--- src/rtl/game_fsm.sv ---
// game_fsm -- turn controller for a two-player grid shooting game.
//
// Maps the mouse cursor onto the target grid and turns clicks into shots.
// Shots go out over a valid/ready link, and the block waits for the
// hit/miss result. Incoming enemy shots are answered with the own-board
// lookup. The block counts hits both ways and declares the winner.
//
// Optional feature: define GAME_FSM_TURN_TIMEOUT_EN to add a per-turn
// frame timer. It forfeits the turn (timeout_pass) after TURN_FRAMES
// frames spent in AIM.
//
// Ports:
//   clk, rst                  clock, asynchronous active-high reset
//   frame_tick                one pulse per video frame (timer only)
//   start, first_player       start/restart; 1 = this side fires first
//   mouse_left/xpos/ypos      mouse button level and pixel position
//   ships_placed              own cells placed so far
//   shot_valid/addr/ready     outgoing shot handshake
//   res_valid, res_hit        result of our shot
//   rx_valid, rx_addr         incoming enemy shot
//   own_hit                   own-board lookup of rx_addr, same cycle
//   resp_valid, resp_hit      reply to the enemy shot
//   cursor_addr/valid         hovered cell {row, col}
//   timeout_pass              turn-forfeit pulse
//   state_code, state_led     state number and its one-hot form
//   hits_made/taken, win/lose score and outcome
module game_fsm #(
   parameter int BOARD_N     = 10,
   parameter int CELL_PX     = 32,
   parameter int BOARD_X0    = 608,
   parameter int BOARD_Y0    = 193,
   parameter int SHIP_CELLS  = 11,
   parameter int HIT_AGAIN   = 1,
   parameter int TURN_FRAMES = 600,
   localparam int CW         = $clog2(BOARD_N)
) (
   input  logic            clk,
   input  logic            rst,
   input  logic            frame_tick,
   input  logic            start,
   input  logic            first_player,
   input  logic            mouse_left,
   input  logic [11:0]     mouse_xpos,
   input  logic [11:0]     mouse_ypos,
   input  logic [3:0]      ships_placed,
   output logic            shot_valid,
   output logic [2*CW-1:0] shot_addr,
   input  logic            shot_ready,
   input  logic            res_valid,
   input  logic            res_hit,
   input  logic            rx_valid,
   input  logic [2*CW-1:0] rx_addr,
   input  logic            own_hit,
   output logic            resp_valid,
   output logic            resp_hit,
   output logic [2*CW-1:0] cursor_addr,
   output logic            cursor_valid,
   output logic            timeout_pass,
   output logic [2:0]      state_code,
   output logic [7:0]      state_led,
   output logic [3:0]      hits_made,
   output logic [3:0]      hits_taken,
   output logic            win,
   output logic            lose
);

   typedef enum logic [2:0] {
      S_IDLE   = 3'd0,
      S_PLACE  = 3'd1,
      S_AIM    = 3'd2,
      S_SHOT   = 3'd3,
      S_RESULT = 3'd4,
      S_WAIT   = 3'd5,
      S_WIN    = 3'd6,
      S_LOSE   = 3'd7
   } state_t;

   localparam int          PX_SH = $clog2(CELL_PX);
   localparam logic [12:0] X_LO  = 13'(BOARD_X0);
   localparam logic [12:0] X_HI  = 13'(BOARD_X0 + BOARD_N * CELL_PX);
   localparam logic [12:0] Y_LO  = 13'(BOARD_Y0);
   localparam logic [12:0] Y_HI  = 13'(BOARD_Y0 + BOARD_N * CELL_PX);
   localparam logic [3:0]  SHIPS = 4'(SHIP_CELLS);

   state_t     state, state_n;
   logic [11:0] dx, dy;
   logic        in_x, in_y;
   logic        mouse_q, mouse_q2;
   logic        click, aim_fire, expire;
   logic        made_inc, taken_inc, clr_cnt;
   logic        made_full, taken_full;

   // ---------------- cursor mapping and click detection ----------------
   // Offsets wrap when the pointer is left of or above the grid. That is
   // harmless because cursor_valid is computed separately from the
   // unsigned range test.
   always_comb begin
      dx   = mouse_xpos - X_LO[11:0];
      dy   = mouse_ypos - Y_LO[11:0];
      in_x = ({1'b0, mouse_xpos} >= X_LO) && ({1'b0, mouse_xpos} < X_HI);
      in_y = ({1'b0, mouse_ypos} >= Y_LO) && ({1'b0, mouse_ypos} < Y_HI);
   end

   // NOTE: state elements use non-blocking assignments so every register
   // samples the pre-edge values, independent of block ordering.
   always_ff @(posedge clk or posedge rst) begin
      if (rst) begin
         cursor_addr  <= '0;
         cursor_valid <= 1'b0;
         mouse_q      <= 1'b0;
         mouse_q2     <= 1'b0;
      end else begin
         cursor_addr  <= {CW'(dy >> PX_SH), CW'(dx >> PX_SH)};
         cursor_valid <= in_x && in_y;
         mouse_q      <= mouse_left;
         mouse_q2     <= mouse_q;
      end
   end

   // One click per press: a held button produces only the first edge.
   assign click    = mouse_q && !mouse_q2;
   assign aim_fire = (state == S_AIM) && click && cursor_valid;

   // ---------------- optional turn timer ----------------
`ifdef GAME_FSM_TURN_TIMEOUT_EN
   localparam int TW = $clog2(TURN_FRAMES + 1);
   logic [TW-1:0] turn_timer;

   assign expire = (state == S_AIM) && frame_tick &&
                   (turn_timer == TW'(TURN_FRAMES - 1));

   always_ff @(posedge clk or posedge rst) begin
      if (rst) begin
         turn_timer   <= '0;
         timeout_pass <= 1'b0;
      end else begin
         // A click arriving on the expiry frame takes priority.
         timeout_pass <= expire && !aim_fire;
         if (state != S_AIM)
            turn_timer <= '0;
         else if (frame_tick)
            turn_timer <= turn_timer + 1'b1;
      end
   end
`else
   wire unused_frame_tick = frame_tick;
   assign expire       = 1'b0;
   assign timeout_pass = 1'b0;
`endif

   // ---------------- next state ----------------
   assign made_full  = ({1'b0, hits_made}  + 5'd1) >= {1'b0, SHIPS};
   assign taken_full = ({1'b0, hits_taken} + 5'd1) >= {1'b0, SHIPS};

   // NOTE: every output of this block gets a default first, so no path
   // leaves a value unassigned and no latch is inferred.
   always_comb begin
      state_n   = state;
      made_inc  = 1'b0;
      taken_inc = 1'b0;
      clr_cnt   = 1'b0;
      case (state)
         S_IDLE:   if (start) state_n = S_PLACE;
         S_PLACE:  if (ships_placed == SHIPS)
                      state_n = first_player ? S_AIM : S_WAIT;
         S_AIM:    if (aim_fire)    state_n = S_SHOT;
                   else if (expire) state_n = S_WAIT;
         S_SHOT:   if (shot_ready) state_n = S_RESULT;
         S_RESULT: if (res_valid) begin
                      if (res_hit) begin
                         made_inc = 1'b1;
                         if (made_full)           state_n = S_WIN;
                         else if (HIT_AGAIN != 0) state_n = S_AIM;
                         else                     state_n = S_WAIT;
                      end else begin
                         state_n = S_WAIT;
                      end
                   end
         S_WAIT:   if (rx_valid) begin
                      if (own_hit) begin
                         taken_inc = 1'b1;
                         if (taken_full)          state_n = S_LOSE;
                         else if (HIT_AGAIN != 0) state_n = S_WAIT;
                         else                     state_n = S_AIM;
                      end else begin
                         state_n = S_AIM;
                      end
                   end
         S_WIN, S_LOSE: if (start) begin
                      clr_cnt = 1'b1;
                      state_n = S_IDLE;
                   end
         default:  state_n = S_IDLE;
      endcase
   end

   // ---------------- registers ----------------
   always_ff @(posedge clk or posedge rst) begin
      if (rst) begin
         state      <= S_IDLE;
         shot_addr  <= '0;
         resp_valid <= 1'b0;
         resp_hit   <= 1'b0;
         hits_made  <= '0;
         hits_taken <= '0;
      end else begin
         state      <= state_n;
         resp_valid <= (state == S_WAIT) && rx_valid;
         if (aim_fire)
            shot_addr <= cursor_addr;
         if ((state == S_WAIT) && rx_valid)
            resp_hit <= own_hit;
         if (clr_cnt)
            hits_made <= '0;
         else if (made_inc && (hits_made < SHIPS))
            hits_made <= hits_made + 4'd1;
         if (clr_cnt)
            hits_taken <= '0;
         else if (taken_inc && (hits_taken < SHIPS))
            hits_taken <= hits_taken + 4'd1;
      end
   end

   // Decoded from the state register, so reset drops shot_valid at once.
   assign shot_valid = (state == S_SHOT);
   assign win        = (state == S_WIN);
   assign lose       = (state == S_LOSE);
   assign state_code = state;
   assign state_led  = 8'd1 << state;

endmodule

--- config.mk ---
export PLATFORM = sky130hd
export DESIGN_NAME = game_fsm
export DESIGN_NICKNAME = d
export VERILOG_FILES = /design/src/rtl/game_fsm.sv
export SDC_FILE = /design/constraint.sdc
export NUM_CORES = 1
export LEC_CHECK = 0
export ABC_AREA = 1
export BUFFER_PORTS_ARGS = -buffer_cell sky130_fd_sc_hd__buf_2
export CAP_MARGIN = 40
export CORE_MARGIN = 2
export CORE_UTILIZATION = 45
export DETAILED_ROUTE_END_ITERATION = 8
export PLACE_DENSITY_LB_ADDON = 0.15
export SLEW_MARGIN = 20
export SYNTH_ARGS = -nofsm -noshare
export SYNTH_HDL_FRONTEND = slang
export SYNTH_SLANG_ARGS = --single-unit
--- constraint.sdc ---
create_clock -name clk -period 3.1 [get_ports clk]
set_input_delay 0.31 -clock clk [delete_from_list [all_inputs] [get_ports clk]]
set_output_delay 0.31 -clock clk [all_outputs]
set_load 0.005 [all_outputs]
* Word level (Yosys, flattened, before mapping)
Index checks and enable logic that the tools add are counted.
Word-level totals: flip-flop bits (word level) 32, word-level logic and storage cells 80
Cells by class: add/sub/neg operators 6, magnitude comparators 8, eq/ne operators 15, shifts and indexed selects 1, muxes and demuxes 25, reduce and logical (&&, ||, !) cells 15
Operator list (count):
- $mux W3 | 11
- $lt A12 B10 Y1 const B | 2
- $pmux W3 S7 | 1
- $mux W4 | 4
- $eq A3 B3 Y1 const B | 4
- $ge A12 B10 Y1 const B | 1
- $ge A12 B8 Y1 const B | 1
- $ne A2 B2 Y1 const B | 6
- $add A4 B1 Y5 const B | 2
- $ge A5 B4 Y1 const B | 2
- $logic_and A1 B1 Y1 | 9
- $sub A9 B7 Y9 const B | 1
- $sub A9 B8 Y9 const B | 1
- $add A4 B1 Y4 const B | 2
- $lt A4 B4 Y1 const B | 2
- $mux W1 | 8
- $shl A1 B3 Y8 const A | 1
- $reduce_and A7 Y1 | 1
- $eq A3 B2 Y1 const B | 2
- $eq A4 B4 Y1 const B | 1
- $reduce_bool A2 Y1 | 2
- $eq A3 B1 Y1 const B | 1
- $logic_not A3 Y1 | 1
- $mux W2 | 1
- 3 further kinds | 3

* Logic depth before layout (Yosys ltp)
Gate-level depths: netlist of run 1.
depth after elaboration 6, mapped depth 11, gate-level depth less buffers 11

* Least setup slack after synthesis of run 1
OpenSTA, ideal clock, no wires.
path type register to register, start point reg state[0], in the netlist state_code[0], end point reg shot_addr[2], data arrival time 1.183 ns, path slack 1.791 ns, cell stages (with the launch flop) 5, cells stage by stage dfrtp_1 -> buf_4 -> nor4_4 -> buf_6 -> o21ai_0
On the way: cells in the longest elaborated chain, start to end 3
RTL lines:
- start, declared | line 85 | state_t state, state_n;
- start signal, assigned | line 207 | state <= state_n;
- $eq A3 B2 Y1 | line 122 | assign aim_fire = (state == S_AIM) && click && cursor_valid;
- $logic_and A1 B1 Y1 (2 in a row) | line 122
- end signal, assigned | line 210 | shot_addr <= cursor_addr;
- end, declared | line 47 | output logic [2*CW-1:0] shot_addr,
Every way passes these cells. A chain may end at the register's enable or synchronous reset.

* Worst setup path in the final report of run 1
start point reg state[0], in the netlist state_code[0], end point out state_led[5]
On the way: cells in the longest elaborated chain, start to end 1
RTL lines:
- $shl A1 B3 Y8 | line 229 | assign state_led = 8'd1 << state;
- end, declared | line 60 | output logic [7:0] state_led,
Every way passes these cells.

==> metrics, run 1 <==
status completed; maximum vdd drop 276.6 µV; internal power 1.027 mW; f_max 0.6019 GHz; Starting Density 47.99%; met3 Use GR 5.667%; share of cells above drive strength 1 29.21%; clk_lat worst skew 0.28 ns; Layout Area Growth over Synthesis 27.99%; Vias 1,741; worst reg2reg path depth 2; clock buffer depth 2; share of total power in combinational logic 36.2%; clock sink count 32; Sw Share 37.58%; Ys Warns 0; GR Layer Usage met2 31.31%; die width 67.19 µm; Post CTS Setup Buffer Count 0; Non-Filler Instances 363; first-pass iteration count of the detailed router 4; # diodes 0; vias in the first global route 1,528; Wirelength per Cell 10.62 µm; first-pass GRT wire length 6.306 mm; leading cell types in the layout, fill and taps excluded 73 x buf_2, 64 x nand2_1, 42 x inv_1; Final ANT Viol Nets 0; Seq/Total Area, Yosys 44.57%; required time worst endpoint 2.79 ns; Tot GR Track Use 18.70%; Slew HR 48.46%; minimum clock period 1.661 ns; most common cell after layout, fill and taps aside buf_2; P_sw 618.0 µW; most crowded layer after global routing met2; die area 4514 µm²; final core utilization 61.43%; cts hold-fix bufs 0; Max Cap Violations 0; hold_ws 0.1244 ns; CTS tree done; fin. max-slew vios 0; Final Cell Area 2300 µm²; unrepaired setup endpoints after global routing false; largest area contributor in the netlist dfrtp_1; Leak 1.360 nW; dpl hpwl 3.076 mm; #FFs+latches synth 32; PwrDens 715.2 nW/µm²; DRT iter0 DRCs 98; Distinct cells, synth 26; GPL Wtd Cong 0.7973; crit share post-route 53.60%; setup_tns 0 ns; WL final 3.856 mm; top-area cell type share of the netlist area 44.57%; syn_nets 292; H-tree levels 2; placed cell area 2173 µm²; endpoint class of the critical path primary output; initial antenna violation count 0; grt total ovfl 0; die height 67.19 µm; TritonCTS buffer count 5; worst clock skew 0.007068 ns; fin nets 366; Hold Violations, Final 0; Cells after DPL 355; HP Class primary input to async pin; CP Launch Type flip-flop; register share of total power 37.2%; critical path type flip-flop to primary output; Reg clk slew, reported paths 0.07 ns; top cells by area, synth dfrtp_1 45%, nand2_1 13%, inv_1 8.8%; Root Buffer clkbuf_8; core area 3744 µm²; M1 GR Usage 22.29%; PortBufs 73; Worst-Margin Slew 0.7673 ns; CTS resizes 0; Post-Syn Area 1797 µm²; num rows 22; Final setup violation count 0; maximum fanout along the worst path 10; fillers 368; Data arrival, critical path 1.35 ns; largest net degree at the start of global routing 19; Vias/cell 4.796; final routed DRC violation total 0; synthesized instance count 240; power share of the clock group 26.6%; I/O Pins 89; Mean Syn Cell Area 7.486 µm²
layout make-up:
class | instances | area (µm²) | share of cell area [%]
clock buffers | 7 | 96.34 | 4.189
clock inverters | 1 | 30.03 | 1.306
inverters | 44 | 165.2 | 7.182
multi-input cells | 157 | 774.5 | 33.68
flip-flops and latches | 32 | 800.8 | 34.82
well taps | 48 | 60.06 | 2.612
repair buffers | 74 | 372.9 | 16.21
power by group through the flow:
stage	logic [mW]	clock network (mW)	registers, mW
after global placement	0.587	0	0.616
final	0.595	0.438	0.612
after global routing	0.689	0.463	0.631
after detailed placement	0.596	0	0.617
after CTS	0.599	0.443	0.610
after floorplan	0.425	0	0.585
layer usage:
layer  up-vias  routed length [µm]
li1        894                   -
met1       773                1692
met2        69                1807
met3         5                 307
met4         0                  48
met5         -                   0
sequential cells by signal (all words and copies together) (netlist names):
| name | flops |
|---|---|
| mouse_q | 1 |
| cursor_addr | 8 |
| hits_made | 4 |
| cursor_valid | 1 |
| mouse_q2 | 1 |
| hits_taken | 4 |
| resp_hit | 1 |
| state_code | 3 |
| resp_valid | 1 |
| shot_addr | 8 |
synthesized netlist by cell type, drive strengths merged:
cell    instances
nor3            5
nand4           3
nand3b          1
ha              5
xnor2           2
o211ai          1
nor4            1
conb            1
o31ai           1
o21ai          19
inv            44
o22ai           1
a21oi           7
buf             7
dfrtp          32
nand3          20
nor2           23
o21bai          1
nand2          66
worst max-delay path, cell delays in order (launching register included):
cell	delay [ns]
dfrtp_1	0.56
nand3_1	0.22
inv_1	0.16
buf_2	0.13
logic make-up (layout without fill, tap and decap cells):
group           after synthesis  count (layout)  share of synthesized area [%]
simple gates                119             119                          29.18
xor+xnor                      2               2                         0.9751
fa+ha+maj                     5               5                          3.482
buf+inv                      51             126                          12.33
flops                        32              32                          44.57
compound gates               30              30                          9.262
other cells                   1               1                         0.2087
per-stage QoR:
stage	setup slack (ns)	power, mW
4_1_cts	1.436	1.652
5_1_grt	1.312	1.783
3_5_place_dp	1.518	1.213
3_3_place_gp	1.540	1.203
2_1_floorplan	1.791	1.010
6_report	1.439	1.645
worst paths after layout:
path	from	to	slack [ns]
setup / recovery	state_code[0]	state_led[5]	1.44
hold / removal	rst	hits_taken[1]	0.12
setup reg to reg	state_code[0]	shot_addr[7]	1.52
hold reg to reg	mouse_q	mouse_q2	0.38
max in group asynchronous	rst	shot_addr[7]	2.31
min in group clk	mouse_left	mouse_q	0.14
Power figures use the tool's default switching activity.
==> run 2: changes to the inputs <==
--- a/config.mk
+++ b/config.mk
@@ -9,7 +9,7 @@
 export BUFFER_PORTS_ARGS = -buffer_cell sky130_fd_sc_hd__buf_2
 export CAP_MARGIN = 40
 export CORE_MARGIN = 2
-export CORE_UTILIZATION = 45
+export CORE_UTILIZATION = 41
 export DETAILED_ROUTE_END_ITERATION = 8
 export PLACE_DENSITY_LB_ADDON = 0.15
 export SLEW_MARGIN = 20
==> constraint.sdc (replaced) <==
create_clock -name clk -period 1.35 [get_ports clk]
set_input_delay 0.135 -clock clk [delete_from_list [all_inputs] [get_ports clk]]
set_output_delay 0.135 -clock clk [all_outputs]
set_load 0.005 [all_outputs]
==> metrics, run 2 (synthesis results as in run 1) <==
largest net degree at the start of global routing 33 (was 19); placed cell area 2333 µm² (was 2173 µm²); Cells after DPL 378 (was 355); required time worst endpoint 1.22 ns (was 2.79 ns); clock sink count 32 (unchanged); footprint of the multi-input gates 950.9 µm² (was 774.5 µm²); HP Class primary input to flip-flop (was primary input to async pin); Vias/cell 4.666 (was 4.796); clock buffer depth 2 (unchanged); unrepaired setup endpoints after global routing true (was false); die area 4928 µm² (was 4514 µm²); I/O Pins 89 (unchanged); CP most frequent cell inv_2; fin. max-slew vios 0 (unchanged); dpl hpwl 3.137 mm (was 3.076 mm); Final setup violation count 17 (was 0); leading cell types in the layout, fill and taps excluded 71 x buf_2, 52 x nand2_1, 33 x inv_1 (was 73 x buf_2, 64 x nand2_1, 42 x inv_1); # diodes 0 (unchanged); failing checks setup timing; first-pass GRT wire length 7.203 mm (was 6.306 mm); crit share post-route 105.3%; Layout Area Growth over Synthesis 54.46% (was 27.99%); f_max 0.7033 GHz; clk_lat worst skew 0.28 ns (about the same); status complete, but fails checks (was completed); register area 807.0 µm² (was 800.8 µm²); Non-Filler Instances 401 (was 363); die height 70.20 µm (was 67.19 µm); Starting Density 41.84% (was 47.99%); most common cell after layout, fill and taps aside buf_2 (unchanged); PortBufs 73 (unchanged); slowest stage cell, crit path dfrtp_2 (was dfrtp_1); Root Buffer clkbuf_8 (unchanged); CTS tree done (unchanged); DRT iter0 DRCs 71 (was 98); crit-path cells inv_2, nand3_2, inv_2, buf_4, buf_2 (was nand3_1, inv_1, buf_2); Leak 1.568 nW (was 1.360 nW); maximum fanout along the worst path 8 (was 10); die width 70.20 µm (was 67.19 µm); Hold Violations, Final 0 (unchanged); DP Worst Slack -0.03262 ns (was 1.518 ns); Final ANT Viol Nets 0 (unchanged); fin nets 401 (was 366); Data arrival, critical path 1.29 ns (was 1.35 ns); Wirelength per Cell 11.49 µm (was 10.62 µm); minimum clock period 1.422 ns; endpoint class of the critical path primary output (unchanged); Max Cap Violations 0 (unchanged); Final Cell Area 2775 µm² (was 2300 µm²); Largest regs cursor_addr (8), shot_addr (8) (unchanged); reg2reg setup slack -0.06 ns (was 1.52 ns); critical path type flip-flop to primary output (unchanged); Tot GR Track Use 18.21% (was 18.70%); Reg clk slew, reported paths 0.06 ns (was 0.07 ns); Vias 1,871 (was 1,741); TritonCTS buffer count 5 (unchanged); final routed DRC violation total 0 (unchanged); maximum vdd drop 692.6 µV (was 276.6 µV); GPL Wtd Cong 0.8345 (was 0.7973); worst setup margin -0.07186 ns (was 1.439 ns); CP Launch Type flip-flop (unchanged); num rows 24 (was 22); share of cells above drive strength 1 47.85% (was 29.21%); worst clock skew 0.007066 ns (was 0.007068 ns); core area 4294 µm² (was 3744 µm²); first-pass iteration count of the detailed router 4 (unchanged); PwrDens 1601 nW/µm² (was 715.2 nW/µm²); crit-path max cell delay 0.50 ns (was 0.56 ns); H-tree levels 2 (unchanged); WL final 4.609 mm (was 3.856 mm); grt total ovfl 0 (unchanged); initial antenna violation count 0 (unchanged); Pwr Total 4.443 mW (was 1.645 mW); fillers 371 (was 368); vias in the first global route 1,694 (was 1,528)
## run 2: cell count changes in the layout (fill, tap and decap cells not counted), sizes merged
cell | previous run | this run
clkinv | 0 | 1
bufinv | 1 | 0
buf | 74 | 106
dlygate4sd3 | 0 | 2
## run 2: layer usage
layer  up-vias  global-route usage (%)  part of all wire [%]  wire, µm
li1        961                       -                     -         -
met4         0                   7.906                   1.3        58
met5         -                       0                     0         0
met3         5                   4.185                   4.5       209
met1       855                   22.90                    43      1967
met2        50                   29.95                    52      2374
## run 2: path summary, 6_finish.rpt
| check | startpoint | end | cells after the start |
|---|---|---|---|
| worst min-delay path | mouse_xpos[5] | cursor_addr[0] | 2 |
| worst min register to register | mouse_q | mouse_q2 | 0 |
| max in group asynchronous | rst | state_code[2] | 4 |
| worst max-delay path | state_code[0] | state_led[4] | 5 |
| min in group asynchronous | rst | shot_addr[2] | 4 |
| worst max register to register | state_code[0] | shot_addr[4] | 6 |
## run 2: final cells by class
class                           instances  share of cell area [%]
Inverter                               44                   5.951
Tap cell                               52                   2.344
Multi-Input combinational cell        157                   34.27
Sequential cell                        32                   29.08
Timing Repair Buffer                  109                   25.56
Clock buffer                            6                   2.615
Clock inverter                          1                  0.1803
## run 2: through the flow
step / TNS [ns] / hold WS (ns) / utilization [%]
after floorplan: 0 / 0.1664 / -
after global placement: -0.1780 / 0.2395 / 54.34
after detailed placement: -0.3143 / 0.2406 / 54.34
after CTS: -0.2790 / 0.03246 / 58.74
after global routing: -2.560 / 0.05349 / 64.63
final: -0.6163 / 0.04902 / 64.63
## run 2: power breakdown
group	total, mW	internal (mW)	switching, mW
Clock	0.687	0.350	0.337
Sequential	1.42	1.16	0.264
Combinational	2.33	1.16	1.17
Total	4.44	2.67	1.77
## run 2: worst max-delay path: cells and delay by family (launching register included)
family / cells / cell delay (ns)
buffers and inverters: 4 / 0.41
DFF: 1 / 0.50
and+or+nand+nor: 1 / 0.10
## run 2: what timing repair did
action / in CTS / in global routing
setup endpoints to repair: 30 / 28
gates resized for setup: 15 / 55
pin swaps: 3 / 10
hold buffers: 2 / 0
hold endpoints to repair: 33 / 0
cloned: 0 / 1
setup buffers: 8 / 7
==> run 3: changes to the inputs <==
--- a/config.mk
+++ b/config.mk
@@ -8,8 +8,10 @@
 export ABC_AREA = 1
 export BUFFER_PORTS_ARGS = -buffer_cell sky130_fd_sc_hd__buf_2
 export CAP_MARGIN = 40
+export CELL_PAD_IN_SITES_DETAIL_PLACEMENT = 2
+export CELL_PAD_IN_SITES_GLOBAL_PLACEMENT = 2
 export CORE_MARGIN = 2
-export CORE_UTILIZATION = 41
+export CORE_UTILIZATION = 21
 export DETAILED_ROUTE_END_ITERATION = 8
 export PLACE_DENSITY_LB_ADDON = 0.15
 export SLEW_MARGIN = 20
==> metrics, run 3 (synthesis results as in run 1) <==
status complete, but fails checks (unchanged); failing checks setup timing (unchanged); H-tree levels 2 (unchanged); crit-path max cell delay 0.49 ns (was 0.50 ns); register share of total power 27.8% (was 32.0%); clk_lat worst skew 0.29 ns (was 0.28 ns); PwrDens 1660 nW/µm² (was 1601 nW/µm²); num rows 33 (was 24); # diodes 0 (unchanged); worst setup margin -0.1428 ns (was -0.07186 ns); WHS Path Cells 2 (unchanged); first-pass GRT wire length 9.853 mm (was 7.203 mm); internal power 3.047 mW (was 2.671 mW); PortBufs 73 (unchanged); DP Worst Slack -0.1562 ns (was -0.03262 ns); Layout Area Growth over Synthesis 70.89% (was 54.46%); worst reg2reg path endpoint shot_addr[4] (unchanged); clock buffer depth 2 (unchanged); critical path type flip-flop to primary output (unchanged); worst clock skew 0.006478 ns (was 0.007066 ns); die area 9311 µm² (was 4928 µm²); GPL Wtd Cong 0.7260 (was 0.8345); crit-path leading delay family flip-flops (unchanged); maximum vdd drop 394.8 µV (was 692.6 µV); max layer used met4 (unchanged); crit-path cells buf_4, nand3_4, inv_1, buf_4, buf_2 (was inv_2, nand3_2, inv_2, buf_4, buf_2); Max Cap Violations 0 (unchanged); final routed DRC violation total 0 (unchanged); WL met1 2.496 mm (was 1.967 mm); TritonCTS buffer count 5 (unchanged); Tot GR Track Use 13.92% (was 18.21%); crit share post-route 110.6% (was 105.3%); f_max 0.6699 GHz (was 0.7033 GHz); Data arrival, critical path 1.36 ns (was 1.29 ns); setup_tns -1.433 ns (was -0.6163 ns); Pwr Total 5.097 mW (was 4.443 mW); Leak 1.635 nW (was 1.568 nW); leading cell types in the layout, fill and taps excluded 63 x buf_2, 54 x nand2_1, 33 x inv_1, 33 x buf_4, 27 x dfrtp_1 (was 71 x buf_2, 52 x nand2_1, 33 x inv_1); unrepaired setup endpoints after global routing true (unchanged); dpl hpwl 4.691 mm (was 3.137 mm); fin nets 413 (was 401); final core utilization 37.18% (was 64.63%); power share of the clock group 14.9% (was 15.5%); P_sw 2.050 mW (was 1.771 mW); share of cells above drive strength 1 51.10% (was 47.85%); DRT iter0 DRCs 16 (was 71); Vias 2,020 (was 1,871); die height 96.50 µm (was 70.20 µm); met3 wire length 360 µm (was 209 µm); Reg clk slew, reported paths 0.08 ns (was 0.06 ns); share of total power in combinational logic 57.3% (was 52.6%); fin. max-slew vios 0 (unchanged); met2 WL 3.257 mm (was 2.374 mm); vias in the first global route 2,131 (was 1,694); Starting Density 21.76% (was 41.84%); Root Buffer clkbuf_8 (unchanged); Final Cell Area 3070 µm² (was 2775 µm²); slowest stage cell, crit path dfrtp_2 (unchanged); most common cell after layout, fill and taps aside buf_2 (unchanged); Hold Violations, Final 0 (unchanged); WL final 6.212 mm (was 4.609 mm); worst reg2reg path depth 5 (was 6); CTS tree done (unchanged); HP Class primary input to flip-flop (unchanged); maximum fanout along the worst path 8 (unchanged); Final setup violation count 25 (was 17); minimum clock period 1.493 ns (was 1.422 ns); initial antenna violation count 0 (unchanged); Largest regs cursor_addr (8), shot_addr (8) (unchanged); Wirelength per Cell 13.30 µm (was 11.49 µm); die width 96.50 µm (was 70.20 µm); Sw Share 40.22% (was 39.87%); hold path endpoint cursor_addr[0] (unchanged); reg2reg setup slack -0.08 ns (was -0.06 ns); required time worst endpoint 1.22 ns (about the same); first-pass iteration count of the detailed router 3 (was 4); grt total ovfl 0 (unchanged); Critical path buffers and inverters 4 (unchanged); core area 8258 µm² (was 4294 µm²); worst r2r src state_code[2] (was state_code[0]); I/O Pins 89 (unchanged); endpoint class of the critical path primary output (unchanged); Vias/cell 4.325 (was 4.666); placed cell area 2460 µm² (was 2333 µm²); CP Launch Type flip-flop (unchanged); largest net degree at the start of global routing 33 (unchanged); hold path start mouse_xpos[5] (unchanged); clock sink count 32 (unchanged); CP most frequent cell buf_4 (was inv_2); Final ANT Viol Nets 0 (unchanged)
run 3: layout make-up:
type / count / area (µm²)
clock buffers: 5 / 68.82
repair buffers: 121 / 873.3
clock inverters: 3 / 23.77
fillers: 975 / 5187
inverters: 44 / 180.2
multi-input cells: 157 / 985.9
well taps: 105 / 131.4
flip-flops and latches: 32 / 807.0
run 3: metrics by stage:
stage,cells,hold slack (ns)
finish,467,0.04164
global route,467,0.03217
CTS,462,0.03306
detailed placement,439,0.2506
global placement,439,0.2451
floorplan,240,0.1664
run 3: metal layers:
layer | global-route usage (%) | up-vias
met2 | 25.75 | 56
met3 | 2.948 | 6
met1 | 15.70 | 965
met5 | 0 | -
met4 | 4.930 | 0
li1 | - | 993
run 3: worst max path at each step:
| stage | startpoint | endpoint | slack (ns) | cells after the start |
|---|---|---|---|---|
| 5_1_grt | state_code[2] | state_led[2] | -0.21 | 4 |
| 3_3_place_gp | state_code[1] | hits_taken[0] | -0.11 | 6 |
| 6_report | state_code[2] | state_led[5] | -0.14 | 5 |
| 2_1_floorplan | state_code[0] | shot_addr[2] | 0.04 | 4 |
| 3_5_place_dp | state_code[1] | hits_taken[3] | -0.16 | 6 |
| 4_1_cts | state_code[2] | state_led[2] | -0.13 | 4 |
run 3: timing repair:
| action | CTS | global route |
|---|---|---|
| setup buffers | 12 | 5 |
| pin swaps | 8 | 10 |
| hold buffers | 2 | 0 |
| resized for setup | 50 | 43 |
| setup endpoints to repair | 30 | 31 |
| cloned | 1 | 0 |
| hold endpoints to repair | 33 | 0 |
run 3: power groups by stage:
stage / Combinational, mW / Clock (mW) / Sequential (mW)
after floorplan: 0.975 / 0 / 1.34
after global placement: 1.93 / 0 / 1.38
after detailed placement: 2.00 / 0 / 1.39
after CTS: 2.54 / 0.802 / 1.41
after global routing: 3.26 / 0.816 / 1.46
final: 2.92 / 0.760 / 1.42
